## config.mk

```make
export PLATFORM = sky130hd
export DESIGN_NAME = monitor_demux_14
export DESIGN_NICKNAME = d
export VERILOG_FILES = /design/src/rtl/ngnp_monitor_pkg.sv /design/src/rtl/core_alarm_ctrl.sv /design/src/rtl/monitor_demux_14.sv
export SDC_FILE = /design/constraint.sdc
export NUM_CORES = 1
export LEC_CHECK = 0
export CORE_ASPECT_RATIO = 0.5
export CORE_UTILIZATION = 36
export DETAILED_ROUTE_END_ITERATION = 8
export PLACE_DENSITY = 0.6
export SYNTH_ARGS = -nofsm -noshare
export SYNTH_HDL_FRONTEND = slang
export SYNTH_SLANG_ARGS = --single-unit
export TNS_END_PERCENT = 5
```

## constraint.sdc

```tcl
create_clock -name clk -period 1.85 [get_ports clk]
set_input_delay 0.2775 -clock clk [delete_from_list [all_inputs] [get_ports clk]]
set_output_delay 0.2775 -clock clk [all_outputs]
set_load 0.005 [all_outputs]
```

## src/rtl/ngnp_monitor_pkg.sv

```systemverilog
// Shared definitions for the network-processor hardware monitor return path.
package ngnp_monitor_pkg;

  localparam int NUM_CORES            = 4;
  localparam int CORE_W               = 2;
  localparam int DEFAULT_MON_LATENCY  = 1;
  localparam int DEFAULT_RESET_CYCLES = 8;

  typedef enum logic [1:0] {
    IDLE     = 2'd0,
    HOLD     = 2'd1,
    WAIT_ACK = 2'd2
  } alarm_state_t;

endpackage

```

## src/rtl/core_alarm_ctrl.sv

```systemverilog
// Per-core alarm handler: stretched reset request, sticky alarm until
// acknowledged, and a saturating alarm counter for the control plane.
module core_alarm_ctrl
  import ngnp_monitor_pkg::*;
#(
  parameter int RESET_CYCLES = DEFAULT_RESET_CYCLES,
  parameter int CNT_W        = 8
) (
  input  logic             clk,
  input  logic             reset_n,
  input  logic             hit,
  input  logic             ack,
  input  logic             clr_counts,
  output logic             alarm,
  output logic             reset_req,
  output logic [CNT_W-1:0] count
);

  // Timer counts down the remaining HOLD cycles after the current one.
  localparam logic [7:0] TIMER_LOAD = 8'(RESET_CYCLES - 1);
  localparam logic [CNT_W-1:0] COUNT_MAX = '1;

  alarm_state_t state, state_next;
  logic [7:0]   timer, timer_next;

  // Next-state logic: a new hit always wins over an acknowledge in WAIT_ACK.
  always_comb begin
    state_next = state;
    timer_next = timer;
    unique case (state)
      IDLE: begin
        if (hit) begin
          state_next = HOLD;
          timer_next = TIMER_LOAD;
        end
      end
      HOLD: begin
        if (timer == 8'd0) begin
          state_next = WAIT_ACK;
        end else begin
          timer_next = timer - 8'd1;
        end
      end
      WAIT_ACK: begin
        if (hit) begin
          state_next = HOLD;
          timer_next = TIMER_LOAD;
        end else if (ack) begin
          state_next = IDLE;
        end
      end
      default: begin
        state_next = IDLE;
        timer_next = 8'd0;
      end
    endcase
  end

  // State register; outputs are registered from the next state so they are glitch-free.
  always_ff @(posedge clk) begin
    if (!reset_n) begin
      state     <= IDLE;
      timer     <= 8'd0;
      alarm     <= 1'b0;
      reset_req <= 1'b0;
    end else begin
      state     <= state_next;
      timer     <= timer_next;
      alarm     <= (state_next != IDLE);
      reset_req <= (state_next == HOLD);
    end
  end

  // Saturating alarm counter; a clear coinciding with a hit leaves a count of one.
  always_ff @(posedge clk) begin
    if (!reset_n) begin
      count <= '0;
    end else if (clr_counts) begin
      count <= hit ? CNT_W'(1) : '0;
    end else if (hit && (count != COUNT_MAX)) begin
      count <= count + CNT_W'(1);
    end
  end

endmodule

```

## src/rtl/monitor_demux_14.sv

```systemverilog
// Return path from the shared monitor: realigns the core select with the
// monitor verdict and dispatches the alarm to the per-core handlers.
module monitor_demux_14
  import ngnp_monitor_pkg::*;
#(
  parameter int MON_LATENCY  = DEFAULT_MON_LATENCY,
  parameter int RESET_CYCLES = DEFAULT_RESET_CYCLES,
  parameter int CNT_W        = 8
) (
  input  logic                       clk,
  input  logic                       reset_n,
  input  logic [CORE_W-1:0]          sel,
  input  logic                       mon_alarm,
  input  logic [NUM_CORES-1:0]       core_ack,
  input  logic                       clr_counts,
  output logic [NUM_CORES-1:0]       core_alarm,
  output logic [NUM_CORES-1:0]       core_reset_req,
  output logic [NUM_CORES*CNT_W-1:0] alarm_count,
  output logic                       any_alarm
);

  logic                 attr_valid;
  logic [CORE_W-1:0]    attr_core;
  logic [NUM_CORES-1:0] hit;

  generate
    if (MON_LATENCY == 0) begin : g_no_pipe
      assign attr_valid = 1'b1;
      assign attr_core  = sel;
    end else begin : g_pipe
      logic [MON_LATENCY-1:0] pipe_valid;
      logic [CORE_W-1:0]      pipe_sel [MON_LATENCY];

      // Delay the select by the monitor latency; valid bits mask the post-reset window.
      always_ff @(posedge clk) begin
        if (!reset_n) begin
          for (int i = 0; i < MON_LATENCY; i++) begin
            pipe_valid[i] <= 1'b0;
            pipe_sel[i]   <= '0;
          end
        end else begin
          pipe_valid[0] <= 1'b1;
          pipe_sel[0]   <= sel;
          for (int i = 1; i < MON_LATENCY; i++) begin
            pipe_valid[i] <= pipe_valid[i-1];
            pipe_sel[i]   <= pipe_sel[i-1];
          end
        end
      end

      assign attr_valid = pipe_valid[MON_LATENCY-1];
      assign attr_core  = pipe_sel[MON_LATENCY-1];
    end
  endgenerate

  // One-hot hit decode toward the core that was selected when the verdict's instruction issued.
  always_comb begin
    hit = '0;
    if (mon_alarm && attr_valid) begin
      hit[attr_core] = 1'b1;
    end
  end

  generate
    for (genvar c = 0; c < NUM_CORES; c++) begin : g_core
      core_alarm_ctrl #(
        .RESET_CYCLES(RESET_CYCLES),
        .CNT_W       (CNT_W)
      ) u_ctrl (
        .clk       (clk),
        .reset_n   (reset_n),
        .hit       (hit[c]),
        .ack       (core_ack[c]),
        .clr_counts(clr_counts),
        .alarm     (core_alarm[c]),
        .reset_req (core_reset_req[c]),
        .count     (alarm_count[c*CNT_W +: CNT_W])
      );
    end
  endgenerate

  assign any_alarm = |core_alarm;

endmodule

```

==> impl_metrics.tcl <==
set metrics [dict create \
    outcome "finished with violations" \
    violations "setup timing" \
    nNetsFinal 602 \
    synthXorXnorAreaFrac_pct 3.166 \
    end_kind "flop" \
    routed.top_layer "met4" \
    clock-root-buffer "clkbuf_16" \
    hold_viol_final 0 \
    cpPeakStageDelay_ps 530 \
    postRouteAntennaNets 0 \
    rsz0062_at_grt "yes" \
    grtUsageTotal_pct 17.94 \
    cts_made_buffers 9 \
    grt_max_degree 16 \
    power_frac_seq_pct 44.0 \
    yosysTopAreaCell "dfxtp_1" \
    cellPowerDensity_nw_per_um2 760.1 \
    path_max_fanout 2 \
    pwr-share-comb_pct 14.4 \
    post-route-period-util_pct 103.0 \
    route.vias.total 3893 \
    routedWlPerCell_um 14.43 \
    cts.htree.levels 3 \
    p_int_w 0.003222 \
    synthMuxAreaShare_pct 1.508 \
    multi_input_area_um2 2409 \
    syn-num-nets 496 \
    route.met3.wl_um 407 \
    switching_power_w 0.001079 \
    ir_worst_vdd_uv 453.4 \
    cts_tree "yes" \
    worst_slew_pin_slew_ps 479.4 \
    hpwl_um 7576 \
    utilization_pct 50.92 \
    drtIter0Drc 236 \
    synth_compound_area_share_pct 22.59 \
    async_flop_share_pct 0 \
    seq_area_um2 1664 \
    syn_to_final_growth_pct 36.40 \
    worstPathCellList "or4_4 > or4_4 > or4_4 > a21oi_2" \
    die_area_um2 11980 \
    yosys.cell_count.top_type "dfxtp_1" \
    rrSetupSlack_ps -50 \
    synth.top_cell.area_share_pct 40.05 \
    drcViolationCount 0 \
    skew_ps 4.998 \
    swShare_pct 25.09 \
    post_route_cells_drive_above_1_share_pct 21.33 \
    yosysWarnings 0 \
    syn_avg_cell_area_um2 8.735 \
    synth_area_um2 4149 \
    clk_pin_slew_worst_paths_ps 60 \
    maxSlewViolCount 0 \
    hold_path.class "reg -> reg" \
    n_fill_cell 1022 \
    slew_headroom_pct 67.21 \
    die_w_um 153.8 \
    drt_first_pass_iters 4 \
    ys_seq_area_share_pct 40.05 \
    critPathKind "reg -> reg" \
    syn_inst 475 \
    grt-ovfl-total 0 \
    coreArea_um2 11110 \
    io_buffers 50 \
    wl_met1_um 5728 \
    die_y_um 77.91 \
    wl_met2_um 4310 \
    start_util_pct 37.33 \
    antenna_found_initial 0 \
    yosys.area_share.simple_pct 24.34 \
    cts_sinks 83 \
    cp_data_required_time_ps 2120 \
    synth_edf_count 0 \
    wl_um 10550 \
    cp_common_cell "or4_4" \
    max_cap_violations 0 \
    fp-row-count 27 \
    final-setup-viol-count 2 \
    whs_ps 490.8 \
    cts_buffer_depth 2 \
    vias_per_cell 5.326 \
    finalCriticalPeriod_ps 1905 \
    cts.hold.buffers_added 0 \
    max_freq_mhz 525.0 \
    synth_ff_type "dfxtp_1" \
    cp.arrival_ps 2170 \
    gp_congestion 0.7941 \
    grt_pass1_vias 3529 \
    synth.area.top_cells "dfxtp_1 40%, a21oi_1 4.3%, nor2_1 3.3%, ha_1 3.3%, or3_1 3.2%" \
    ys_seq_elements 83 \
    synth_top_family_by_area "simple AND/OR/NAND/NOR gates" \
    synth_fa_ha_area_share_pct 3.317 \
    startpoint_type "flop" \
    clk_latency_ps 330 \
    yosysUniqueCellTypes 63 \
    ios 51 \
    grt_pass1_wl_um 17220 \
    cp_slowest_cell "or4_4" \
    diodes 0 \
    fin_ws_ps -54.80 \
    clkPwrFrac_pct 41.6 \
    synth_commonest_cells "83 x dfxtp_1, 37 x nor2_1, 36 x a21oi_1" \
    leakagePower_nw 2.189 \
]
## cells by family (layout without fill, tap and decap cells)
| logic type | Yosys count | in the layout |
|---|---|---|
| AOI/OAI and AO/OA | 136 | 137 |
| adders and majority gates | 11 | 11 |
| muxes | 6 | 6 |
| and+or+nand+nor | 177 | 177 |
| buffers and inverters | 47 | 157 |
| DFF | 83 | 83 |
| xor gates and xnor gates | 15 | 15 |
## metal layers
metal  vias to the layer above  track usage, %
met2                        62           26.05
met4                         0           3.900
li1                       1991               -
met1                      1834           25.97
met3                         6           5.028
met5                         -               0
## state kept, by name, summed over array words and instances (netlist names)
register and count:
g_core.u_ctrl.timer 32, g_core.u_ctrl.alarm 4, g_pipe.pipe_sel 2, attr_valid 1, g_core.u_ctrl.count 32, g_core.u_ctrl.reset_req 4, g_core.u_ctrl.state 8
## path summary, 6_finish.rpt
check / from / to / cells after the start
max: g_core[0].u_ctrl.timer[2] / g_core[0].u_ctrl.timer[7] / 4
min: g_core[3].u_ctrl.timer[4] / g_core[3].u_ctrl.timer[4] / 2
max reg2reg: g_core[0].u_ctrl.timer[2] / g_core[0].u_ctrl.timer[7] / 4
min reg2reg: g_core[3].u_ctrl.timer[4] / g_core[3].u_ctrl.timer[4] / 2
## area by class of cell
cell class	count	area share, %
Tap cell	145	3.206
Inverter	22	1.459
Clock inverter	7	1.349
Clock buffer	9	3.980
Multi-Input combinational cell	346	42.56
Sequential cell	83	29.41
Timing Repair Buffer	119	18.04
## metrics by stage
| stage | worst slack [ps] | instances | instance area (µm²) | power (W) | setup TNS, ps |
|---|---|---|---|---|---|
| 2_1_floorplan | -46.73 | 475 | 4160 | 0.002254 | -85.60 |
| 3_3_place_gp | -235.4 | 712 | 5219 | 0.002492 | -5738 |
| 3_5_place_dp | -260.9 | 712 | 5219 | 0.002494 | -7041 |
| 4_1_cts | -27.39 | 728 | 5575 | 0.004317 | -62.56 |
| 5_1_grt | -101.7 | 731 | 5659 | 0.004499 | -666.1 |
| 6_report | -54.80 | 731 | 5659 | 0.004302 | -82.19 |
## worst max-delay path, delay by kind of cell, from the launching register on
kind | cells | cell delay [ps]
and+or+nand+nor | 3 | 1390
DFF | 1 | 320
AOI/OAI and AO/OA | 1 | 140
## placed cells by master (no fill, tap or decap), types with 13 or more instances in the layout
cell type	n
nor2_1	36
a21oi_1	35
clkdlybuf4s50_1	49
nand3_1	13
or3_1	19
buf_4	68
o211ai_1	13
inv_1	19
nand2_1	23
dfxtp_1	81
o21ai_0	22
## power groups by stage
stage | clock [W] | combinational (W) | sequential (W)
finish | 0.00179 | 0.000621 | 0.00189
global route | 0.00192 | 0.000682 | 0.00190
CTS | 0.00184 | 0.000593 | 0.00189
detailed placement | 0 | 0.000567 | 0.00193
global placement | 0 | 0.000564 | 0.00193
floorplan | 0 | 0.000329 | 0.00192
## repair_timing
action / 4_1_cts / 5_1_grt
setup endpoints to repair: 20 / 21
setup buffers: 0 / 2
pin swaps: 3 / 4
resized for setup: 11 / 19
cloned: 0 / 1
Power figures use the tool's default switching activity.
